==> config.mk <==
export PLATFORM = sky130hd
export DESIGN_NAME = digit_entry_controller
export DESIGN_NICKNAME = d
export VERILOG_FILES = /design/src/rtl/digit_entry_controller_pkg.sv /design/src/rtl/digit_entry_controller_edge_pulse.sv /design/src/rtl/digit_entry_controller.sv
export SDC_FILE = /design/constraint.sdc
export NUM_CORES = 1
export LEC_CHECK = 0
export CORE_ASPECT_RATIO = 1.4
export CORE_MARGIN = 4
export CORE_UTILIZATION = 54
export DETAILED_ROUTE_END_ITERATION = 7
export GPL_ROUTABILITY_DRIVEN = 0
export PLACE_DENSITY_LB_ADDON = 0.08
export SLEW_MARGIN = 5
export SYNTH_ARGS = -nofsm -noshare
export SYNTH_HDL_FRONTEND = slang
export SYNTH_SLANG_ARGS = --single-unit
==> constraint.sdc <==
create_clock -name CLK -period 3.8 [get_ports CLK]
set_input_delay 0.95 -clock CLK [delete_from_list [all_inputs] [get_ports CLK]]
set_output_delay 0.95 -clock CLK [all_outputs]
set_load 0.05 [all_outputs]
==> src/rtl/digit_entry_controller_pkg.sv <==
// Shared types for the digit entry controller.
//   state_t    : sequencer states
//   evt_t      : encoded button event, higher value wins when events coincide
//   encode_evt : collapses three simultaneous rising edges into one event
package digit_entry_pkg;

  typedef enum logic [1:0] {
    EMPTY    = 2'd0,
    ENTRY    = 2'd1,
    FULL     = 2'd2,
    CLEARING = 2'd3
  } state_t;

  typedef logic [1:0] evt_t;

  localparam evt_t EVT_NONE  = 2'd0;
  localparam evt_t EVT_ENTER = 2'd1;
  localparam evt_t EVT_BACK  = 2'd2;
  localparam evt_t EVT_CLEAR = 2'd3;

  // clear > back > enter; losers on the same edge are discarded.
  function automatic evt_t encode_evt(input logic clr, input logic back, input logic enter);
    if (clr)        return EVT_CLEAR;
    else if (back)  return EVT_BACK;
    else if (enter) return EVT_ENTER;
    else            return EVT_NONE;
  endfunction

endpackage

==> src/rtl/digit_entry_controller_edge_pulse.sv <==
// Rising-edge detector for one synchronised button level.
//   CLK     : system clock
//   CLR     : async active-high reset
//   i_level : synchronised button level
//   o_pulse : high for the cycle in which i_level is 1 and was 0 at the previous edge
// The history flop resets to 1 so a button held through reset never fires.
module edge_pulse (
  input  logic CLK,
  input  logic CLR,
  input  logic i_level,
  output logic o_pulse
);

  logic r_prev;

  always_ff @(posedge CLK or posedge CLR) begin
    if (CLR) r_prev <= 1'b1;
    else     r_prev <= i_level;
  end

  assign o_pulse = i_level & ~r_prev;

endmodule

==> src/rtl/digit_entry_controller.sv <==
// Sequences a bank of SLOTS registers from one shared switch bus.
//   CLK, CLR    : clock, async active-high reset
//   btn_enter   : rising edge loads D_in into the next free slot
//   btn_back    : rising edge clears the most recently loaded slot
//   btn_clear   : rising edge clears every slot
//   D_in        : switch value
//   D_out       : registered copy of D_in, shared D of all slots
//   slot_enter  : one-hot 1-cycle load strobe
//   slot_clr    : 1-cycle clear strobe (one-hot for back, all ones for clear)
//   count       : slots currently loaded, 0..SLOTS
//   full        : count == SLOTS
//   overflow    : 1-cycle pulse on enter while full
// Events are registered once (r_evt) at the detecting edge and acted on at
// the next edge, so every strobe appears one cycle after its button edge.
module digit_entry_controller
  import digit_entry_pkg::*;
#(
  parameter  int WIDTH = 4,
  parameter  int SLOTS = 4,
  localparam int CW    = $clog2(SLOTS + 1)
) (
  input  logic             CLK,
  input  logic             CLR,
  input  logic             btn_enter,
  input  logic             btn_back,
  input  logic             btn_clear,
  input  logic [WIDTH-1:0] D_in,
  output logic [WIDTH-1:0] D_out,
  output logic [SLOTS-1:0] slot_enter,
  output logic [SLOTS-1:0] slot_clr,
  output logic [CW-1:0]    count,
  output logic             full,
  output logic             overflow
);

  localparam logic [CW-1:0]    C_SLOTS = CW'(SLOTS);
  localparam logic [SLOTS-1:0] C_ONE   = SLOTS'(1);

  logic w_rise_enter, w_rise_back, w_rise_clear;
  evt_t w_evt;

  state_t           r_state, w_state_nxt;
  evt_t             r_evt;
  logic [CW-1:0]    r_count, w_count_nxt;
  logic [WIDTH-1:0] r_dout;
  logic [SLOTS-1:0] r_slot_enter, w_slot_enter_nxt;
  logic [SLOTS-1:0] r_slot_clr, w_slot_clr_nxt;
  logic             r_overflow, w_overflow_nxt;
  logic [CW-1:0]    w_count_inc, w_count_dec;

  edge_pulse u_ep_enter (.CLK(CLK), .CLR(CLR), .i_level(btn_enter), .o_pulse(w_rise_enter));
  edge_pulse u_ep_back  (.CLK(CLK), .CLR(CLR), .i_level(btn_back),  .o_pulse(w_rise_back));
  edge_pulse u_ep_clear (.CLK(CLK), .CLR(CLR), .i_level(btn_clear), .o_pulse(w_rise_clear));

  assign w_evt       = encode_evt(w_rise_clear, w_rise_back, w_rise_enter);
  assign w_count_inc = r_count + CW'(1);
  assign w_count_dec = r_count - CW'(1);

  always_ff @(posedge CLK or posedge CLR) begin
    if (CLR) begin
      r_state      <= EMPTY;
      r_evt        <= EVT_NONE;
      r_count      <= '0;
      r_dout       <= '0;
      r_slot_enter <= '0;
      r_slot_clr   <= '0;
      r_overflow   <= 1'b0;
    end else begin
      r_state      <= w_state_nxt;
      r_evt        <= w_evt;
      r_count      <= w_count_nxt;
      r_slot_enter <= w_slot_enter_nxt;
      r_slot_clr   <= w_slot_clr_nxt;
      r_overflow   <= w_overflow_nxt;
      // Captured with the winning enter so it is already stable when the
      // load strobe rises one cycle later.
      if (w_evt == EVT_ENTER) r_dout <= D_in;
    end
  end

  always_comb begin
    w_state_nxt      = r_state;
    w_count_nxt      = r_count;
    w_slot_enter_nxt = '0;
    w_slot_clr_nxt   = '0;
    w_overflow_nxt   = 1'b0;
    unique case (r_state)
      EMPTY: begin
        if (r_evt == EVT_CLEAR) begin
          w_state_nxt    = CLEARING;
          w_slot_clr_nxt = '1;
          w_count_nxt    = '0;
        end else if (r_evt == EVT_ENTER) begin
          w_slot_enter_nxt = C_ONE;
          w_count_nxt      = CW'(1);
          w_state_nxt      = (C_SLOTS == CW'(1)) ? FULL : ENTRY;
        end
      end
      ENTRY: begin
        if (r_evt == EVT_CLEAR) begin
          w_state_nxt    = CLEARING;
          w_slot_clr_nxt = '1;
          w_count_nxt    = '0;
        end else if (r_evt == EVT_BACK) begin
          w_slot_clr_nxt = C_ONE << w_count_dec;
          w_count_nxt    = w_count_dec;
          w_state_nxt    = (w_count_dec == '0) ? EMPTY : ENTRY;
        end else if (r_evt == EVT_ENTER) begin
          w_slot_enter_nxt = C_ONE << r_count;
          w_count_nxt      = w_count_inc;
          w_state_nxt      = (w_count_inc == C_SLOTS) ? FULL : ENTRY;
        end
      end
      FULL: begin
        if (r_evt == EVT_CLEAR) begin
          w_state_nxt    = CLEARING;
          w_slot_clr_nxt = '1;
          w_count_nxt    = '0;
        end else if (r_evt == EVT_BACK) begin
          w_slot_clr_nxt = C_ONE << (C_SLOTS - CW'(1));
          w_count_nxt    = C_SLOTS - CW'(1);
          w_state_nxt    = ENTRY;
        end else if (r_evt == EVT_ENTER) begin
          w_overflow_nxt = 1'b1;
        end
      end
      CLEARING: begin
        // The all-ones strobe was issued on entry; events arriving now are dropped.
        w_state_nxt = EMPTY;
      end
      default: w_state_nxt = EMPTY;
    endcase
  end

  assign D_out      = r_dout;
  assign slot_enter = r_slot_enter;
  assign slot_clr   = r_slot_clr;
  assign count      = r_count;
  assign overflow   = r_overflow;
  assign full       = (r_state == FULL);

endmodule

## Word-level counts from Yosys, hierarchy flattened

Cells that the tools add are included.
Widths: inputs -> output; s select.

- Add/subtract/negate cells: 2
- Multipliers: 0
- Div/mod/pow operators: 0
- $lt $le $gt $ge: 0
- Equal/unequal tests: 11
- Shifts and indexed selects: 2
- Muxes and demuxes: 37
- Bitwise gates (word level): 6
- Reductions and logical operators: 5

Operator list:

| cell | number |
|---|---|
| $mux 4 | 8 |
| $mux 3 | 7 |
| $mux 2 | 10 |
| $pmux 4 s3 | 1 |
| $pmux 3 s3 | 1 |
| $eq 2x2->1 const B | 4 |
| $mux 1 | 8 |
| $pmux 2 s4 | 1 |
| $pmux 4 s2 | 1 |
| $shl 1x3->4 const A | 2 |
| $eq 2x1->1 const B | 3 |
| $ne 4x4->1 const B | 1 |
| $reduce_and 4->1 | 1 |
| $add 3x1->3 const B | 1 |
| $and 1x1->1 | 3 |
| $eq 3x3->1 const B | 1 |
| $logic_not 3->1 | 1 |
| $ne 3x1->1 const B | 1 |
| $ne 3x3->1 const B | 1 |
| $not 1->1 | 3 |
| $reduce_and 3->1 | 1 |
| $reduce_bool 3->1 | 1 |
| $sub 3x1->3 const B | 1 |
| $logic_not 2->1 | 1 |

- Flip-flop bits (word level): 23
- Latch bits: 0
- Bits in writable memories: 0
- Memory bits (read-only): 0
- Input port bits: 9
- Output and inout bits: 17
- Logic and storage cells: 73
- Memories kept: 0

## Depth between registers and ports, before layout

- Depth after elaboration: 7
- Gate-level depth with buffers: 6

## Modules after synthesis

Synthesis repeated with hierarchy kept, for this count alone.

- Cell total of the unflattened synthesis: 113
- Area total of the unflattened synthesis: 1,278.7 sq um

Modules (own cells, without submodules):

| module | instances | cells each | area each (sq um) |
|---|---|---|---|
| digit_entry_controller | 1 | 104 | 1,147.4 |
| edge_pulse | 3 | 3 | 43.8 |

## Worst setup path before layout

No wires, ideal clock.

- Path kind: register -> register
- Start: reg r_state[0]
- End: reg r_state[1]
- Library setup time: 0.125 ns
- Arrival: 1.846 ns
- Data required time: 3.675 ns
- Path slack: 1.829 ns
- Stages on the path, launching flop included: 6
- Period minus slack after synthesis: 1.971 ns
- Cell sequence: dfrtp_1 -> inv_1 -> ha_1 -> nor2b_1 -> or3_4 -> mux2_4

- Word-level cells in the longest chain between the ends: 3

RTL lines:

| item | line | RTL |
|---|---|---|
| from (decl) | digit_entry_controller.sv:42 | `state_t r_state, w_state_nxt;` |
| from (signal assigned) | digit_entry_controller.sv:69 | `r_state <= w_state_nxt;` |
| $eq 2x2->1 (*) | - |  |
| via full | digit_entry_controller.sv:32 | `output logic full,` |
| $ne 3x1->1 (no line) | - |  |
| $reduce_and 3->1 (no line) | - |  |

The timed path passes the listed nets; every way through them passes the cells marked *.
A chain may end at the register's enable or synchronous reset.

## Final worst setup path

- Start: reg r_state[0]
- End: out full

- Word-level cells in the longest chain between the ends: 1

RTL lines:

| item | line | RTL |
|---|---|---|
| $eq 2x2->1 | digit_entry_controller.sv:140 | `assign full = (r_state == FULL);` |
| to (decl) | digit_entry_controller.sv:32 |  |

No other way between the ends.

==> qor.yml <==
top_cell_type_s_share_of_synthesized_area_pct: 40.2
syn_area_um2: 1240
post_synth_num_cell_types: 40
run_status: "complete, no violations"
largest_area_contributor_in_the_netlist: "sky130_fd_sc_hd__dfrtp_1"
final_min_period_over_clock_period_pct: 77.6
cts-hold-fix-buffers: 0
multi_input_combinational_cell_area_um2: 612
tritoncts.num_buffers: 3
crit_path_start_kind: "flop"
final_layout_size_suffix_gt1_share_pct: 12.7
cap_violations: 0
max_h_tree_level: 1
vdd_drop_max_mv: 0.409
floorplan.die_area_um2: 3150
floorplan.die.width_um: 48.6
crit_type: "flop to primary output"
cts_tree: "yes"
ports_placed_on_the_boundary: 26
worst_slew_margin_rel_pct: 44.9
yosys-top-cells-count: "sky130_fd_sc_hd__dfrtp_1 (20), sky130_fd_sc_hd__ha_1 (12), sky130_fd_sc_hd__inv_1 (9), sky130_fd_sc_hd__nor2b_1 (6), sky130_fd_sc_hd__a21oi_1 (5)"
synth_nets: 130
synth-edff-count: 0
layout.cells.non_filler: 156
clock_tree.buffer_depth: 2
max_slew.worst_pin.slew_ns: 0.825
clock-root-buffer: "sky130_fd_sc_hd__clkbuf_4"
layout.area.seq_um2: 579
arrival_ns: 2.00
worstPathMaxFanout: 7
std_cell_rows: 20
synth_ff_type: "sky130_fd_sc_hd__dfrtp_1"
numPlacedInstances: 152
power.static_leakage_nw: 0.707
post_cts_resize_count: 0
final_antenna_net_count: 0
tritoncts_num_sinks: 23
final_core_util_pct: 70.3
clk-insertion-delay-late_ns: 0.32
drt-wirelength-per-cell_um: 14.5
finish.net_count: 156
floorplan.core_area_um2: 2180
initial_core_util_pct: 57.2
detailedRoute.firstPassIterationCount: 3
ys_seq_elements: 23
worstSetupEndpointType: "primary output"
max_freq_mhz: 339
clkSlewWorstSetupHoldPaths_ns: 0.12
drt-total-wl_mm: 2.27
post-layout-total-power_mw: 1.03
synth.yosys.seq_area_share_pct: 46.5
postSynthCellCount: 109
fin_tns_setup_ns: 0
rsz0062_at_grt: "false"
avgViaCountPerCell: 5.69
first_pass_grt_wire_length_mm: 4.08
ys_warn_count: 0
detail_route.iter0.violations: 20
crit_required_ns: 2.85
maxSlewViolCount: 0
postSynthAreaPerCell_um2: 11.4
hold_viol_final: 0
period_needed_ns: 2.95
die_height_um: 64.8
initial_antenna_violation_count: 0
antenna-diode-count: 0
power_per_cell_area_nw_per_um2: 676
postCtsSetupRepairBufs: 0
grt.overflow.total: 0
grt_start_max_net_pins: 24
place.detailed.hpwl_mm: 1.77
synth_most_common_cell: "sky130_fd_sc_hd__dfrtp_1"
fin_worst_skew_ns: 0.00133
report.final.setup_viol: 0
flow.area_growth_from_synthesis_pct: 22.9
number_of_buffers_inserted_by_port_buffering: 25
fillCellCount: 169
top_cells_by_area_in_the_synthesized_netlist: "sky130_fd_sc_hd__dfrtp_1 (40%), sky130_fd_sc_hd__ha_1 (12%), sky130_fd_sc_hd__dfstp_2 (6.3%)"
grt_usage_pct: 16.6
grt_pass1_vias: 939
holdCritPathClass: "flop to flop"
residual_drc_count: 0
dr_total_vias: 888
async_reset_ff_share_pct: 100
final timing paths:
| kind | from | to | slack [ns] | cells after the start |
|---|---|---|---|---|
| max in group asynchronous | CLR | slot_enter[2] | 2.21 | 2 |
| hold / removal | D_out[1] | D_out[1] | 0.52 | 1 |
| hold reg to reg | D_out[1] | D_out[1] | 0.52 | 1 |
| min in group asynchronous | CLR | D_out[2] | 1.08 | 2 |
| setup / recovery | r_state[0] | full | 0.85 | 3 |
| setup reg to reg | r_state[1] | r_state[1] | 1.89 | 5 |
critical path, cell delays in order, from the launching register on:
cell	delay, ns
sky130_fd_sc_hd__dfrtp_1	0.42
sky130_fd_sc_hd__inv_1	0.11
sky130_fd_sc_hd__ha_1	0.30
sky130_fd_sc_hd__clkdlybuf4s50_1	0.85
power breakdown:
part / internal (mW) / leakage (nW) / switching [mW]
Clock: 0.0395 / 0.0177 / 0.0743
Combinational: 0.232 / 0.401 / 0.347
Sequential: 0.295 / 0.288 / 0.0453
layout by cell type (no fill, tap or decap), types with 2 or more instances in the layout:
cell type	synthesis	routed
sky130_fd_sc_hd__inv_1	9	9
sky130_fd_sc_hd__dfstp_2	3	3
sky130_fd_sc_hd__nand3_1	3	3
sky130_fd_sc_hd__nand2_1	4	4
sky130_fd_sc_hd__clkdlybuf4s50_1	0	25
sky130_fd_sc_hd__o211ai_1	2	2
sky130_fd_sc_hd__a22oi_1	2	2
sky130_fd_sc_hd__nor2b_1	6	6
sky130_fd_sc_hd__mux2_2	4	4
sky130_fd_sc_hd__nand3b_1	3	3
sky130_fd_sc_hd__and2_1	2	2
sky130_fd_sc_hd__a21oi_1	5	5
sky130_fd_sc_hd__nand2b_1	3	3
sky130_fd_sc_hd__clkbuf_4	1	3
sky130_fd_sc_hd__o21ai_0	3	3
sky130_fd_sc_hd__and3_1	3	3
sky130_fd_sc_hd__ha_1	12	12
sky130_fd_sc_hd__dfrtp_1	20	20
area by class of cell:
cell class	count	area share [%]
well taps	22	1.80
clock buffers	3	1.47
multi-input cells	73	40.0
inverters	9	2.21
flip-flops and latches	23	37.9
repair buffers	25	16.4
clock inverters	1	0.327
per-layer routing:
metal  vias up  GRT usage [%]  wire (µm)
li1        432              -          -
met1       423           17.2        853
met2        24           29.9       1210
met3         9           2.76        106
met4         0           11.4         93
met5         -              0          0
logic make-up (layout without fill, tap and decap cells):
group                    after synthesis  after routing  synth area share [%]
flip-flops                            23             23                  46.5
XOR/XNOR                               2              2                  1.41
multiplexers                           6              6                  5.73
AND/OR/NAND/NOR                       33             33                  18.0
adder cells (fa/ha/maj)               12             12                  12.1
buffers and inverters                 13             38                  4.32
AO/OA/AOI/OAI                         20             20                  12.0
sequential cells by signal (all words and copies together), names as in the netlist:
name,count
D_out,4
slot_clr,4
slot_enter,4
count,3
r_evt,2
r_state,2
overflow,1
u_ep_back.r_prev,1
u_ep_clear.r_prev,1
u_ep_enter.r_prev,1
through the flow:
step           hold slack, ns  setup slack [ns]  area (µm²)
6_report                0.516             0.850        1530
4_1_cts                 0.523             0.843        1530
3_5_place_dp            0.498              1.23        1500
5_1_grt                 0.543             0.769        1530
3_3_place_gp            0.488              1.28        1500
2_1_floorplan           0.534              1.83        1240
No activity file was read; power rests on OpenSTA's default activity.
